**config.mk**
```make
export PLATFORM = sky130hd
export DESIGN_NAME = imem_loader
export DESIGN_NICKNAME = d
export VERILOG_FILES = /design/src/rtl/mips_pkg.sv /design/src/rtl/imem_port_mux.sv /design/src/rtl/imem_loader.sv
export SDC_FILE = /design/constraint.sdc
export NUM_CORES = 1
export LEC_CHECK = 0
export CORE_MARGIN = 2
export CORE_UTILIZATION = 40
export DETAILED_ROUTE_END_ITERATION = 6
export PLACE_DENSITY = 0.76
export SLEW_MARGIN = 10
export SYNTH_ARGS = -nofsm -noshare
export SYNTH_HDL_FRONTEND = slang
export SYNTH_SLANG_ARGS = --single-unit
```
**constraint.sdc**
```tcl
create_clock -name clk -period 2.35 [get_ports clk]
set_input_delay 0.47 -clock clk [delete_from_list [all_inputs] [get_ports clk]]
set_output_delay 0.47 -clock clk [all_outputs]
set_load 0.02 [all_outputs]
```
**src/rtl/mips_pkg.sv**
```systemverilog
// Shared loader definitions: imem geometry and the loader FSM state encoding.
package mips_pkg;
  localparam int IMEM_DEPTH = 1024;
  localparam int DATA_W     = 32;
  localparam int ADDR_W     = 32;
  localparam int CNT_W      = 11;

  typedef enum logic [2:0] {
    S_IDLE, S_LOAD, S_COMMIT, S_RUN, S_ERR
  } ldr_state_t;
endpackage

```
**src/rtl/imem_port_mux.sv**
```systemverilog
// imem address/write-enable arbitration between the loader write path and core fetch.
module imem_port_mux
  import mips_pkg::*;
#(
  parameter int AW = ADDR_W
) (
  input  logic          sel_ldr,
  input  logic [AW-1:0] ldr_addr,
  input  logic          ldr_we,
  input  logic [AW-1:0] core_pc,
  output logic [AW-1:0] mem_addr,
  output logic          mem_we
);
  assign mem_addr = sel_ldr ? ldr_addr : core_pc;
  assign mem_we   = ldr_we;
endmodule

```
**src/rtl/imem_loader.sv**
```systemverilog
// Instruction memory boot/reload controller: streams words into imem from BASE
// and holds the core in reset until the image is committed.
module imem_loader
  import mips_pkg::*;
#(
  parameter int DEPTH = IMEM_DEPTH,
  parameter int AW    = ADDR_W,
  parameter int DW    = DATA_W,
  parameter int BASE  = 0
) (
  input  logic          clk,
  input  logic          rst,
  input  logic          start,
  input  logic          ld_valid,
  output logic          ld_ready,
  input  logic [DW-1:0] ld_data,
  input  logic          ld_last,
  input  logic [AW-1:0] core_pc,
  output logic [AW-1:0] mem_addr,
  output logic          mem_we,
  output logic [DW-1:0] mem_wdata,
  output logic          core_hold,
  output logic          done,
  output logic          err_ovf,
  output logic [10:0]   word_cnt
);
  localparam logic [CNT_W-1:0] DEPTH_C = CNT_W'(DEPTH);

  ldr_state_t       state;
  logic [AW-1:0]    wr_addr;
  logic             wr_we;
  logic             accept;
  logic             sel_ldr;
  logic [CNT_W-1:0] cnt_nxt;

  assign accept  = ld_valid & ld_ready;
  assign cnt_nxt = word_cnt + 1'b1;
  // The overflowing beat still lands in ERR's first cycle, so the write address
  // must stay on the port for any pending write, not just in LOAD/COMMIT.
  assign sel_ldr = (state == S_LOAD) | (state == S_COMMIT) | wr_we;

  always_ff @(posedge clk or negedge rst) begin
    if (!rst) begin
      state     <= S_IDLE;
      ld_ready  <= 1'b0;
      wr_we     <= 1'b0;
      wr_addr   <= AW'(BASE);
      mem_wdata <= '0;
      core_hold <= 1'b1;
      done      <= 1'b0;
      err_ovf   <= 1'b0;
      word_cnt  <= '0;
    end else begin
      wr_we <= 1'b0;
      case (state)
        S_IDLE, S_RUN, S_ERR: begin
          if (start) begin
            state     <= S_LOAD;
            word_cnt  <= '0;
            done      <= 1'b0;
            err_ovf   <= 1'b0;
            core_hold <= 1'b1;
            ld_ready  <= 1'b1;
          end
        end
        S_LOAD: begin
          if (accept) begin
            wr_we     <= 1'b1;
            mem_wdata <= ld_data;
            wr_addr   <= AW'(BASE) + AW'(word_cnt);
            word_cnt  <= cnt_nxt;
            // ld_last wins over the depth limit so an exact-fit image commits
            if (ld_last) begin
              state    <= S_COMMIT;
              ld_ready <= 1'b0;
            end else if (cnt_nxt == DEPTH_C) begin
              state    <= S_ERR;
              ld_ready <= 1'b0;
              err_ovf  <= 1'b1;
            end
          end
        end
        S_COMMIT: begin
          state     <= S_RUN;
          core_hold <= 1'b0;
          done      <= 1'b1;
        end
        default: state <= S_IDLE;
      endcase
    end
  end

  imem_port_mux #(.AW(AW)) u_mux (
    .sel_ldr  (sel_ldr),
    .ldr_addr (wr_addr),
    .ldr_we   (wr_we),
    .core_pc  (core_pc),
    .mem_addr (mem_addr),
    .mem_we   (mem_we)
  );
endmodule

```
## After elaboration in Yosys (flattened, before gate mapping)

Cells that the tools add are included.

| storage, ports and cells | value |
|---|---|
| output and inout port bits | 80 |
| flip-flop bits (word level) | 62 |
| bits in writable memories | 0 |
| memories | 0 |
| latch bits | 0 |
| logic and storage cells | 56 |
| memory bits (read-only) | 0 |

| operators by class | value |
|---|---|
| eq/ne operators | 10 |
| $add $sub $neg | 1 |
| bitwise gates (word level) | 3 |
| shift operators | 0 |
| $lt $le $gt $ge | 0 |
| reduce and logical (&&, ||, !) cells | 10 |
| multiplexer cells | 23 |
| divide/modulo/power cells | 0 |
| multiply operators | 0 |

Operators with widths:

| kind | number |
|---|---|
| $mux 32 | 1 |
| $mux 11 | 2 |
| $pmux 11 s2 | 1 |
| $mux 3 | 4 |
| $add 11x1->11 const B | 1 |
| $eq 11x11->1 const B | 1 |
| $mux 1 | 10 |
| $pmux 3 s3 | 1 |
| $pmux 1 s2 | 4 |
| $eq 3x2->1 const B | 2 |
| $ne 2x2->1 const B | 3 |
| $reduce_and 3->1 | 2 |
| $reduce_and 5->1 | 1 |
| $reduce_and 2->1 | 2 |
| $reduce_and 4->1 | 1 |
| $reduce_bool 2->1 | 2 |
| $eq 3x1->1 const B | 1 |
| $eq 3x3->1 const B | 1 |
| $logic_not 3->1 | 1 |
| $ne 3x2->1 const B | 1 |
| $reduce_or 3->1 | 1 |
| $ne 2x1->1 const B | 1 |
| $or 1x1->1 | 2 |
| $and 1x1->1 | 1 |

## Logic depth before layout (Yosys ltp)

Gate-level depths: netlist (run 1).

| depth | value |
|---|---|
| depth after elaboration | 6 |
| gate-level depth with buffers | 8 |

## By module

A second synthesis (run 1) with hierarchy kept.

| second synthesis, totals | value |
|---|---|
| cell total of the unflattened synthesis | 331 |
| area, all modules | 3256.9 µm² |

By module, submodules not included:

| module | cells an instance | area an instance (µm²) | instances | sequential area each (µm²) |
|---|---|---|---|---|
| imem_loader | 294 | 2705.1 | 1 | 1552.7 |
| imem_port_mux | 37 | 551.8 | 1 | 0.0 |

## Least setup slack after synthesis (run 1)

OpenSTA, ideal clock, no wires.

| timing path | value |
|---|---|
| kind | reg-to-output |
| start point | register state[1] |
| end point | output port mem_addr[10] |
| cell stages (with the launch flop) | 7 |
| data arrival time | 1702 ps |
| required time | 1880 ps |
| path slack | 178 ps |
| cell sequence | dfrtp_1 clkbuf_1 nand2b_1 a21oi_1 nor2_1 buf_2 mux2_1 |

| on the way | value |
|---|---|
| cells in the longest elaborated chain, start to end | 4 |
| elaborated cells between the ends (all ways) | 5 |
| classes of those cells | eq/ne (2); mux (1); bitwise (2) |

Ends and longest elaborated chain:

| what | RTL line | text |
|---|---|---|
| from (decl) | imem_loader.sv:29 | `ldr_state_t state;` |
| from (signal assigned) | imem_loader.sv:44 | `state <= S_IDLE;` |
| from (signal assigned) | imem_loader.sv:58 | `state <= S_LOAD;` |
| from (signal assigned) | imem_loader.sv:74 | `state <= S_COMMIT;` |
| $eq 3x1->1 / $eq 3x2->1 (equally long branches) | imem_loader.sv:40 | `assign sel_ldr = (state == S_LOAD) \| (state == S_COMMIT) \| wr_we;` |
| $or 1x1->1 (*) (2 in series) | imem_loader.sv:40 |  |
| $mux 32 (*) | imem_port_mux.sv:14 | `assign mem_addr = sel_ldr ? ldr_addr : core_pc;` |
| to (decl) | imem_loader.sv:19 | `output logic [AW-1:0] mem_addr,` |

Mark *: on every way between the ends. The rest lies on a longest branch, timed or not.

## Worst setup path after layout (run 1)

| timing path | value |
|---|---|
| start point | register state[0] |
| end point | output port mem_addr[0] |

Same word-level chain as after synthesis.

==> results.sh, run 1 <==
export IMPL_synth_area_sq_um=2994
export IMPL_cp_slowest_cell="dfrtp_1"
export IMPL_fin_area_sq_um=4767
export IMPL_skew_ns=0.006525
export IMPL_postCtsHoldBufs=0
export IMPL_antenna_found_initial=0
export IMPL_final_core_util=0.6572
export IMPL_multi_input_area_sq_um=1353
export IMPL_worst_setup_path_start_kind="register"
export IMPL_cts_resized=53
export IMPL_h_tree_depth=3
export IMPL_cts_inserted_buffers=9
export IMPL_route_detailed_drc=0
export IMPL_synth_top_family_by_area="simple AND/OR/NAND/NOR gates"
export IMPL_final_nets=571
export IMPL_clock_fmax_mhz=437.4
export IMPL_ir_worst_vdd_v=0.0007454
export IMPL_n_antenna_cell=0
export IMPL_rsz0062_at_grt="yes"
export IMPL_drive_gt1_frac=0.1008
export IMPL_antenna_left=0
export IMPL_place_hpwl_mm=6.316
export IMPL_grt_pass1_wl_mm=13.92
export IMPL_wl_per_cell_um=14.21
export IMPL_synthSimpleGateAreaFrac=0.2992
export IMPL_path_cells="nand2b_1 -> a21oi_2 -> nor2_2 -> buf_12 -> mux2_2 -> clkdlybuf4s15_2"
export IMPL_cts_buffer_depth=2
export IMPL_hold_violations=0
export IMPL_cp_end_kind="output port"
export IMPL_area_growth_pct=59.21
export IMPL_drt_iter0_drc=167
export IMPL_setup_viol=0
export IMPL_syn_nets=421
export IMPL_portBuffers=148
export IMPL_dpl_worst_slack_ns=0.09408
export IMPL_io_pins=149
export IMPL_layout_commonest_cell="nand2_1"
export IMPL_dpl_cell_area_sq_um=4623
export IMPL_path_class="register to output port"
export IMPL_num_vias=2980
export IMPL_cts_tree="done"
export IMPL_cap_violations=0
export IMPL_worstRegToRegCells=6
export IMPL_die_h_um=90.52
export IMPL_worstPathRequired_ns=1.88
export IMPL_max_slew_margin=0.5694
export IMPL_grt_use_total=0.2102
export IMPL_dpl_cell_count=589
export IMPL_yosysTopAreaCellShare=0.5098
export IMPL_regArea_sq_um=1553
export IMPL_post_cts_setup_buffers=0
export IMPL_wirelength_mm=8.595
export IMPL_timing_critical_path_buf_inv=2
export IMPL_yosysSeqAreaShare=0.5186
export IMPL_rows=31
export IMPL_period_minus_slack_ns=2.286
export IMPL_p_leak_nw=2.295
export IMPL_synth_top_area_cell="dfrtp_1"
export IMPL_place_gp_congestion=0.7617
export IMPL_clock_sinks=62
export IMPL_first_global_vias=2935
export IMPL_crit_family="buffers and inverters"
export IMPL_clock_latency_ns=0.33
export IMPL_instances_no_fill=605
export IMPL_rr_startpoint="word_cnt[0]$_DFFE_PN0P_"
export IMPL_fill_cells=630
export IMPL_finalMaxSlewViolations=0
export IMPL_synthArstFlopShare=1.000
export IMPL_clk_pin_slew_ns=0.07
export IMPL_synth_xor_area_frac=0.002925
export IMPL_r2r_end="ld_ready$_DFFE_PN0P_"
export IMPL_synth_cell_types=42
export IMPL_ys_seq_elements=62
export IMPL_grt_ovfl_total=0
export IMPL_start_util=0.4128
export IMPL_worst_slack_ns=0.06366
export IMPL_status="complete, no violations"
export IMPL_synth_compound_area_frac=0.09319
export IMPL_yosys_warnings=0
export IMPL_grt_max_degree=33
export IMPL_cts_root_buf="clkbuf_8"
export IMPL_yosys_area_share_adder=0.004179
export IMPL_cp_slowest_stage_delay_ns=0.39
export IMPL_core_area_sq_um=7253
export IMPL_mostFrequentLayoutCells="148 x nand2_1, 115 x clkdlybuf4s50_1, 61 x dfrtp_1"
export IMPL_die_area_sq_um=8193
export IMPL_path_max_fanout=32
export IMPL_reg2reg_slack_ns=0.26
export IMPL_powerDensity_nw_per_um2=1184
export IMPL_syn_area_per_cell_sq_um=8.530
export IMPL_vias_per_cell=4.926
export IMPL_synth_edf_count=0
export IMPL_synthMuxAreaShare=0.04847
export IMPL_ys_flop_type="dfrtp_1"
export IMPL_tightestPinTransition_ns=0.6436
export IMPL_arrival_ns=1.82
export IMPL_die_x_um=90.52
export IMPL_first_pass_iters=4
export IMPL_netlist_instances=351
export IMPL_timing_final_crit_share=0.9729
export IMPL_hold_path_class="input pin to async pin"
export IMPL_ys_top_cells_by_area="dfrtp_1 51%, nand2_1 19%, and2_1 4.8%"
## cell type report
cell class,count,share of cell area
clock buffer,12,0.03045
clock inverter,4,0.01470
inverter,1,0.0007874
multi-input combinational,265,0.2837
sequential,62,0.3257
tap,99,0.02598
timing repair buffer,162,0.3186
## stage by stage
| stage | total power [W] | TNS, ns | hold WS [ns] |
|---|---|---|---|
| final | 0.005645 | 0 | 0.1391 |
| after floorplan | 0.003298 | 0 | 0.1744 |
| after CTS | 0.005753 | 0 | 0.1518 |
| after global routing | 0.006003 | -0.04745 | 0.1778 |
| after global placement | 0.004778 | 0 | 0.4568 |
| after detailed placement | 0.004843 | 0 | 0.4622 |
## worst max-delay path by stage
stage | startpoint | end | slack, ns | cells past startpoint
2_1_floorplan | state[1]$_DFFE_PN0P_ | mem_addr[10] | 0.18 | 6
3_3_place_gp | state[0]$_DFFE_PN0P_ | mem_addr[7] | 0.14 | 6
3_5_place_dp | state[0]$_DFFE_PN0P_ | mem_addr[9] | 0.09 | 6
4_1_cts | state[0]$_DFFE_PN0P_ | mem_addr[4] | 0.01 | 6
5_1_grt | state[0]$_DFFE_PN0P_ | mem_addr[0] | -0.05 | 6
6_report | state[0]$_DFFE_PN0P_ | mem_addr[0] | 0.06 | 6
## per-layer routing
metal,global-route usage,vias to the layer above,part of all wire
met5,0,-,0
met4,0.06538,0,0.0084
met3,0.07596,8,0.10
met2,0.3713,140,0.50
met1,0.2360,1387,0.39
li1,-,1445,-
## cell families (layout without fill, tap and decap cells)
group | after synthesis | count (layout)
xor gates and xnor gates | 1 | 1
muxes | 13 | 13
and+or+nand+nor | 205 | 205
buffers and inverters | 24 | 179
adders and majority gates | 1 | 1
DFF | 62 | 62
AOI/OAI and AO/OA | 45 | 45
## cells in the mapped netlist (all sizes together) (2+ instances only)
| master | number |
|---|---|
| nand2 | 148 |
| dfrtp | 61 |
| and2 | 23 |
| o21ai | 21 |
| clkbuf | 17 |
| mux2 | 12 |
| nor2 | 11 |
| a21oi | 8 |
| nand3 | 7 |
| buf | 6 |
| nand4 | 3 |
| a211oi | 2 |
| a22o | 2 |
| a311oi | 2 |
| a31oi | 2 |
| nand2b | 2 |
| nor3 | 2 |
| nor3b | 2 |
| o31ai | 2 |
## report_power, final
part / internal, W / leakage (nW) / switching [W]
sequential: 0.00142 / 0.797 / 0.000232
combinational: 0.00132 / 1.39 / 0.00165
clock: 0.000624 / 0.110 / 0.000395
## flip-flops by register name, summed over array words and instances, names as in the netlist
| register | count |
|---|---|
| done | 1 |
| ld_ready | 1 |
| state | 3 |
| mem_wdata | 32 |
| word_cnt | 11 |
| wr_addr | 11 |
| core_hold | 1 |
| err_ovf | 1 |
| wr_we | 1 |
Power figures use the tool's default switching activity.
==> run 2, diff against run 1 <==
CTS_CLUSTER_SIZE = 12   (was default)
==> results of run 2 <==
Final layout, timing and power as in run 1 (identical DEF).
